`src/rtl/cdb_arbiter_pkg.sv`:
```
// Shared CDB constants: bus widths, requester indices and the round-robin pointer wrap helper.
package cdb_arbiter_pkg;

  localparam int ROB_WIDTH = 4;
  localparam int DATA_BUS  = 32;

  localparam int CDB_ALU   = 0;
  localparam int CDB_LSB   = 1;
  localparam int CDB_BRU   = 2;
  localparam int CDB_N_REQ = 3;

  // Pointer advance past the winner; wraps n-1 -> 0 for any n, power of two or not.
  function automatic int rr_next(input int idx, input int n);
    return (idx >= n - 1) ? 0 : idx + 1;
  endfunction

endpackage

```
`src/rtl/cdb_arbiter_rr_picker.sv`:
```
// Combinational N-way round-robin select: first occupied slot at or after ptr, modulo N_REQ.
module rr_picker #(
  parameter int N_REQ = 3,
  parameter int IDX_W = 2
) (
  input  logic [N_REQ-1:0] occ,
  input  logic [IDX_W-1:0] ptr,
  output logic [N_REQ-1:0] grant,
  output logic [IDX_W-1:0] idx,
  output logic             any
);

  always_comb begin
    logic [IDX_W:0]   sum;
    logic [IDX_W-1:0] slot;
    grant = '0;
    idx   = '0;
    any   = 1'b0;
    sum   = '0;
    slot  = '0;
    for (int k = 0; k < N_REQ; k++) begin
      // ptr + k never exceeds 2*N_REQ-2, so one conditional subtract is a full modulo.
      sum = {1'b0, ptr} + (IDX_W + 1)'(k);
      if (sum >= (IDX_W + 1)'(N_REQ)) sum = sum - (IDX_W + 1)'(N_REQ);
      slot = sum[IDX_W-1:0];
      if (!any && occ[slot]) begin
        any         = 1'b1;
        grant[slot] = 1'b1;
        idx         = slot;
      end
    end
  end

endmodule

```
`src/rtl/cdb_arbiter.sv`:
```
// Common data bus arbiter: one holding slot per functional unit, round-robin broadcast on a
// registered CDB. Requires N_REQ >= 2.
module cdb_arbiter
  import cdb_arbiter_pkg::*;
#(
  parameter int N_REQ  = CDB_N_REQ,
  parameter int DATA_W = DATA_BUS,
  parameter int TAG_W  = ROB_WIDTH
) (
  input  logic                       clk,
  input  logic                       rst,
  input  logic                       rdy,
  input  logic                       clr,
  input  logic [N_REQ-1:0]           req_valid,
  input  logic [N_REQ*TAG_W-1:0]     req_tag,
  input  logic [N_REQ*DATA_W-1:0]    req_value,
  output logic [N_REQ-1:0]           req_ready,
  output logic                       cdb_valid,
  output logic [TAG_W-1:0]           cdb_tag,
  output logic [DATA_W-1:0]          cdb_value,
  output logic [$clog2(N_REQ)-1:0]   cdb_src
);

  localparam int IDX_W = $clog2(N_REQ);

  logic [N_REQ-1:0]  occ_p0;
  logic [TAG_W-1:0]  tag_p0 [N_REQ];
  logic [DATA_W-1:0] val_p0 [N_REQ];
  logic [IDX_W-1:0]  ptr;

  logic [N_REQ-1:0]  grant;
  logic [N_REQ-1:0]  accept;
  logic [IDX_W-1:0]  win;
  logic              any;
  logic              live;

  rr_picker #(
    .N_REQ (N_REQ),
    .IDX_W (IDX_W)
  ) u_picker (
    .occ   (occ_p0),
    .ptr   (ptr),
    .grant (grant),
    .idx   (win),
    .any   (any)
  );

  assign live      = rdy & ~clr;
  // A slot being granted this edge is free for a same-edge refill.
  assign req_ready = {N_REQ{live}} & (~occ_p0 | grant);
  assign accept    = req_valid & req_ready;

  // ---- p0: holding slots (data side, no reset) ----
  always_ff @(posedge clk) begin
    for (int i = 0; i < N_REQ; i++) begin
      if (accept[i]) begin
        tag_p0[i] <= req_tag[i*TAG_W +: TAG_W];
        val_p0[i] <= req_value[i*DATA_W +: DATA_W];
      end
    end
  end

  // ---- p1: slot occupancy, pointer and registered CDB ----
  always_ff @(posedge clk or posedge rst) begin
    if (rst) begin
      occ_p0    <= '0;
      ptr       <= '0;
      cdb_valid <= 1'b0;
      cdb_tag   <= '0;
      cdb_value <= '0;
      cdb_src   <= '0;
    end else if (rdy) begin
      if (clr) begin
        occ_p0    <= '0;
        cdb_valid <= 1'b0;
      end else begin
        occ_p0    <= (occ_p0 & ~grant) | accept;
        cdb_valid <= any;
        if (any) begin
          cdb_tag   <= tag_p0[win];
          cdb_value <= val_p0[win];
          cdb_src   <= win;
          ptr       <= IDX_W'(rr_next(int'(win), N_REQ));
        end
      end
    end
  end

endmodule

```
`config.mk`:
```
export PLATFORM = sky130hd
export DESIGN_NAME = cdb_arbiter
export DESIGN_NICKNAME = d
export VERILOG_FILES = /design/src/rtl/cdb_arbiter_pkg.sv /design/src/rtl/cdb_arbiter_rr_picker.sv /design/src/rtl/cdb_arbiter.sv
export SDC_FILE = /design/constraint.sdc
export NUM_CORES = 1
export LEC_CHECK = 0
export BUFFER_PORTS_ARGS = -buffer_cell sky130_fd_sc_hd__buf_4
export CORE_UTILIZATION = 53
export DETAILED_ROUTE_END_ITERATION = 6
export GPL_ROUTABILITY_DRIVEN = 0
export PLACE_DENSITY = 0.79
export SLEW_MARGIN = 10
export SYNTH_ARGS = -nofsm -noshare
export SYNTH_HDL_FRONTEND = slang
export SYNTH_SLANG_ARGS = --single-unit
```
`constraint.sdc`:
```
create_clock -name clk -period 6.6 [get_ports clk]
set_clock_uncertainty 0.1 [all_clocks]
set_input_delay 0.66 -clock clk [delete_from_list [all_inputs] [get_ports clk]]
set_output_delay 0.66 -clock clk [all_outputs]
set_load 0.05 [all_outputs]
```
=== After elaboration in Yosys (flattened, before gate mapping) ===
Memory sizes are Yosys's and may differ from the RTL's. A register that Yosys moved wholly into a read port is not among the register bits.
Cells that the tools add are included.

* Memory bits (writable): 108
* Input port bits: 115
* Word-level logic and storage cells: 74
* Bits in registers: 8
* Memories: 2
* Output and inout port bits: 42

{| class="wikitable"
|+ Memories
! memory !! words !! width !! read ports !! clocked after memory_dff !! wr ports !! RTL line !! text
|-
| val_p0 || 3 || 32 || 1 || 1 || 3 || cdb_arbiter.sv:28 || <nowiki>logic [DATA_W-1:0] val_p0 [N_REQ];</nowiki>
|-
| tag_p0 || 3 || 4 || 1 || 1 || 3 || cdb_arbiter.sv:27 || <nowiki>logic [TAG_W-1:0] tag_p0 [N_REQ];</nowiki>
|}

* Bitwise operators: 11
* Mux-type cells: 33
* Add/subtract/negate cells: 6
* Order comparisons: 10
* Reductions and logical operators: 8

{| class="wikitable"
|+ Operators with widths
! cell !! number
|-
| 1-bit two-way mux || 16
|-
| 2-bit two-way mux || 7
|-
| 3-bit two-way mux || 4
|-
| 3-bit OR || 4
|-
| 3-bit AND || 3
|-
| 2-bit by 3-bit < comparator with 1-bit output, second input constant || 3
|-
| 1-bit binary-select mux with 2-bit select || 3
|-
| 1-bit demux with 2-bit select || 3
|-
| 2-bit by 1-bit >= comparator with 1-bit output, second input constant || 3
|-
| 3-bit by 2-bit >= comparator with 1-bit output, second input constant || 2
|-
| 3-bit NOT || 2
|-
| 2-bit subtractor, second input constant || 3
|-
| 1-bit logical AND || 5
|-
| 2-bit >= comparator, second input constant || 2
|-
| 2-bit by 1-bit adder with 3-bit output, second input constant || 1
|-
| 2-bit by 2-bit adder with 3-bit output, second input constant || 1
|-
| 3-bit AND reduction || 1
|-
| 2-bit by 1-bit adder with 2-bit output, second input constant || 1
|-
| 1-bit logical NOT || 2
|-
| 1-bit AND || 1
|-
| 1-bit NOT || 1
|}

=== Longest topological paths before layout ===
* Word-level depth: 16
* Mapped depth: 10
* Gate-level depth less buffers: 7

=== Modules after synthesis ===
Synthesis repeated with hierarchy kept, for this count alone.

* Cell total of the unflattened synthesis: 385
* Area total of the unflattened synthesis: 6025.8 µm²

{| class="wikitable"
|+ By module, submodules not included
! module !! cells an instance !! sequential area each (µm²) !! area an instance (µm²) !! times used
|-
| cdb_arbiter || 344 || 4344.2 || 5744.3 || 1
|-
| rr_picker || 41 || 0.0 || 281.5 || 1
|}

=== Worst setup path after synthesis ===
No wires, ideal clock.

* Path type: reg-to-reg
* Start point: register ptr[0]
* End point: memory tag_p0[0][0] (netlist name), enable pin
* Setup time: 481 ps
* Path slack: 1918 ps
* Path buffers: 1
* Clock period less this slack: 4682 ps
* Stages on the path, launching flop included: 9
* Data required time: 6019 ps
* Arrival time: 4100 ps
* Cell sequence: dfrtp_1 > inv_1 > ha_1 > buf_2 > nand3b_1 > o21ai_0 > o2bb2ai_1 > a221oi_1 > nor3b_1

{| class="wikitable"
|+ RTL lines
! item !! RTL line !! text
|-
| start, declared || cdb_arbiter.sv:29 || <nowiki>logic [IDX_W-1:0] ptr;</nowiki>
|-
| start signal, assigned || cdb_arbiter.sv:83 || <nowiki>ptr <= IDX_W'(rr_next(int'(win), N_REQ));</nowiki>
|-
| end, declared || cdb_arbiter.sv:27 ||
|}

=== Final worst setup path ===
* Start point: register occ_p0[1]
* End point: output req_ready[0]

* Cells in the longest elaborated chain, start to end: 11
* Elaborated cells on any way between the ends: 19
* Those cells by class: 11 x mux; 4 x bitwise; 4 x reduce/logical

{| class="wikitable"
|+ Ends and longest elaborated chain
! item !! RTL line !! text
|-
| start, declared || cdb_arbiter.sv:26 || <nowiki>logic [N_REQ-1:0] occ_p0;</nowiki>
|-
| start signal, assigned || cdb_arbiter.sv:77 || <nowiki>occ_p0 <= (occ_p0 & ~grant) | accept;</nowiki>
|-
| 1-bit binary-select mux with 2-bit select || cdb_arbiter_rr_picker.sv:26 || <nowiki>if (!any && occ[slot]) begin</nowiki>
|-
| 1-bit two-way mux (not written as such) || cdb_arbiter_rr_picker.sv:26 ||
|-
| 1-bit two-way mux || cdb_arbiter_rr_picker.sv:26 ||
|-
| 1-bit logical NOT || cdb_arbiter_rr_picker.sv:26 ||
|-
| 1-bit logical AND || cdb_arbiter_rr_picker.sv:26 ||
|-
| 1-bit two-way mux || cdb_arbiter_rr_picker.sv:26 ||
|-
| 1-bit logical NOT || cdb_arbiter_rr_picker.sv:26 ||
|-
| 1-bit logical AND || cdb_arbiter_rr_picker.sv:26 ||
|-
| 3-bit two-way mux (*) || cdb_arbiter_rr_picker.sv:26 ||
|-
| 3-bit OR (*) || cdb_arbiter.sv:50 || <nowiki>assign req_ready = {N_REQ{live}} & (~occ_p0 | grant);</nowiki>
|-
| 3-bit AND (*) || cdb_arbiter.sv:50 ||
|-
| end, declared || cdb_arbiter.sv:17 || <nowiki>output logic [N_REQ-1:0] req_ready,</nowiki>
|}

Every way passes the cells marked *; elsewhere a longest branch is shown, timed or not. The select of a mux whose other input is x is not followed.

==> results_dict.tcl <==
set metrics [dict create \
    outcome "finished with violations" \
    violations "design-rule violations" \
    rows 39 \
    grt_max_degree 48 \
    drt_wl_total_um 16530 \
    final_common_cell "buf_4" \
    avgSynthCellArea_um2 13.86 \
    fin_hold_ws_ps 308.4 \
    cts_inserted_buffers 17 \
    yosysSeqAreaShare 0.6829 \
    start_kind "register" \
    top_usage_layer "met2" \
    clock-root-buffer "clkbuf_16" \
    antenna_left 0 \
    synth_warnings 0 \
    fmaxAchievable_mhz 283.1 \
    drive_gt1_frac 0.3504 \
    antenna_found_initial 0 \
    die_area_um2 12440 \
    fin_util 0.7039 \
    finalCritPeriodShare 0.5353 \
    hold_depth 1 \
    antenna_cells 0 \
    startpoint "occ_p0[1]" \
    synth-edff-count 108 \
    arrival_ps 2770 \
    netlist_instances 459 \
    numPortBuffers 156 \
    syn_to_final_growth_pct 27.97 \
    multiInputGateArea_um2 1783 \
    critPathCaptureType "primary output" \
    syn_area_um2 6361 \
    powerDensity_nw_per_um2 499.9 \
    die_h_um 111.6 \
    first_pass_iters 7 \
    finalPower_w 0.004069 \
    r2r_slack_ps 3380 \
    globalRouteMet1Util 0.3562 \
    worstPathRequired_ps 5840 \
    path_max_fanout 47 \
    cap_viol_max_count 0 \
    synth_fp_nets 578 \
    cts_setup_buffers 0 \
    cts.sinks 152 \
    vias 4727 \
    synthFlopType "edfxtp_1" \
    leakagePower_nw 3.065 \
    setup_tns_ps 0 \
    r2r.worst_path.cells 7 \
    final_cell_mix "161 x buf_4, 108 x edfxtp_1, 43 x dfrtp_1" \
    period_minus_slack_ps 3533 \
    rsz0062_at_grt "no" \
    post_cts_resized 0 \
    grt_pass1_wl_um 25880 \
    peakVddDrop_v 0.0002691 \
    die_w_um 111.6 \
    worstMarginPinSlew_ps 1132 \
    h-tree-depth 4 \
    ys_seq_elements 152 \
    dr.first_iter.drc_count 359 \
    core_um2 11560 \
    cts-hold-fix-buffers 0 \
    hpwl_um 10320 \
    drc 12 \
    hold_path.startpoint "req_value[31]" \
    cts_tree "done" \
    io_pins 157 \
    synth-async-reset-ratio 0.2895 \
    maxSlewHeadroom 0.2417 \
    crit_type "reg -> out" \
    setup_viol 0 \
    timing_hold_violations_final 0 \
    rr_startpoint "ptr[1]" \
    final.fill_count 761 \
    seq_area_um2 4345 \
    worstHoldEndpoint "val_p0[0][31]" \
    clk_pin_slew_ps 60 \
    cts_buffer_depth 2 \
    clock_latency_ps 420 \
    grt_util_met2 0.4383 \
    vias_per_cell 6.320 \
    grt_use_total 0.2771 \
    final_net_count 711 \
    r2r-end "cdb_value[11]" \
    wl_per_cell_um 22.10 \
    grt-ovfl-total 0 \
    layout.cells.non_filler 748 \
    yosys.cell_types.count 42 \
    slew_violations 0 \
    hp-class "in -> reg" \
    first_global_vias 4755 \
    grtUsageMet3 0.07621 \
    dp.cells 716 \
    initial_utilization 0.5500 \
]
-- metal layers --
layer,part of all wire,up-vias
li1,-,2105
met1,0.38,2313
met2,0.49,267
met3,0.095,42
met4,0.030,0
met5,0,-
-- where the power goes --
part           leakage, nW  internal [W]  total, W  switching (W)
sequential            1.49       0.00122   0.00137       0.000154
clock                0.293      0.000609  0.000966       0.000356
combinational         1.29      0.000512   0.00173        0.00122
total                 3.06       0.00234   0.00407        0.00173
-- state kept, by name, summed over array words and instances (netlist names) --
signal	cells
val_p0	96
cdb_value	32
tag_p0	12
cdb_tag	4
occ_p0	3
cdb_src	2
ptr	2
cdb_valid	1
-- worst max path at each step --
stage,slack (ps),cells past startpoint,to
2_1_floorplan,1920,8,tag_p0[0][0]
3_3_place_gp,3570,4,val_p0[1][18]
3_5_place_dp,3430,4,val_p0[1][19]
4_1_cts,3150,5,req_ready[0]
5_1_grt,2910,5,req_ready[0]
6_report,3070,5,req_ready[0]
-- critical path, cell delays in order, from the launching register on --
cell	delay (ps)
dfrtp_2	970
nand2b_1	220
mux2_2	380
a221oi_1	470
nor2_1	80
buf_4	230
-- cells by family (layout without fill, tap and decap cells) --
logic type	Yosys count	in the layout	share of synthesized area
adder cells (fa/ha/maj)	4	4	0.007868
buffers and inverters	56	202	0.04209
multiplexers	7	7	0.01160
AND/OR/NAND/NOR	66	66	0.06019
AO/OA/AOI/OAI	174	174	0.1953
flip-flops	152	152	0.6829
-- stage by stage --
stage,worst slack (ps),cell area [um2]
after floorplan,1918,6361
after global placement,3574,7550
after detailed placement,3427,7550
after CTS,3146,8140
after global routing,2912,8140
final,3067,8140
-- synthesized netlist by cell type (4+ instances only) --
master,count,area share
a211oi_2,8,0.016
o211ai_1,37,0.044
a21oi_1,38,0.030
dfrtp_1,44,0.17
nand4_1,36,0.035
a211oi_1,28,0.033
a31oi_1,36,0.035
ha_1,4,0.0079
buf_2,20,0.016
clkbuf_1,19,0.011
o21ai_0,6,0.0047
mux2i_1,4,0.0063
nand2b_1,4,0.0039
edfxtp_1,108,0.51
nor2b_1,6,0.0059
buf_4,4,0.0047
inv_1,9,0.0053
nor2_1,6,0.0035
nand2_1,7,0.0041
-- cell type report --
class                           instances  area share
Sequential cell                       152      0.5338
Clock inverter                         10     0.01552
Timing Repair Buffer                  161      0.1485
Inverter                                9    0.004150
Multi-Input combinational cell        251      0.2190
Tap cell                              143     0.02198
Clock buffer                           22     0.05702
Power figures use the tool's default switching activity.
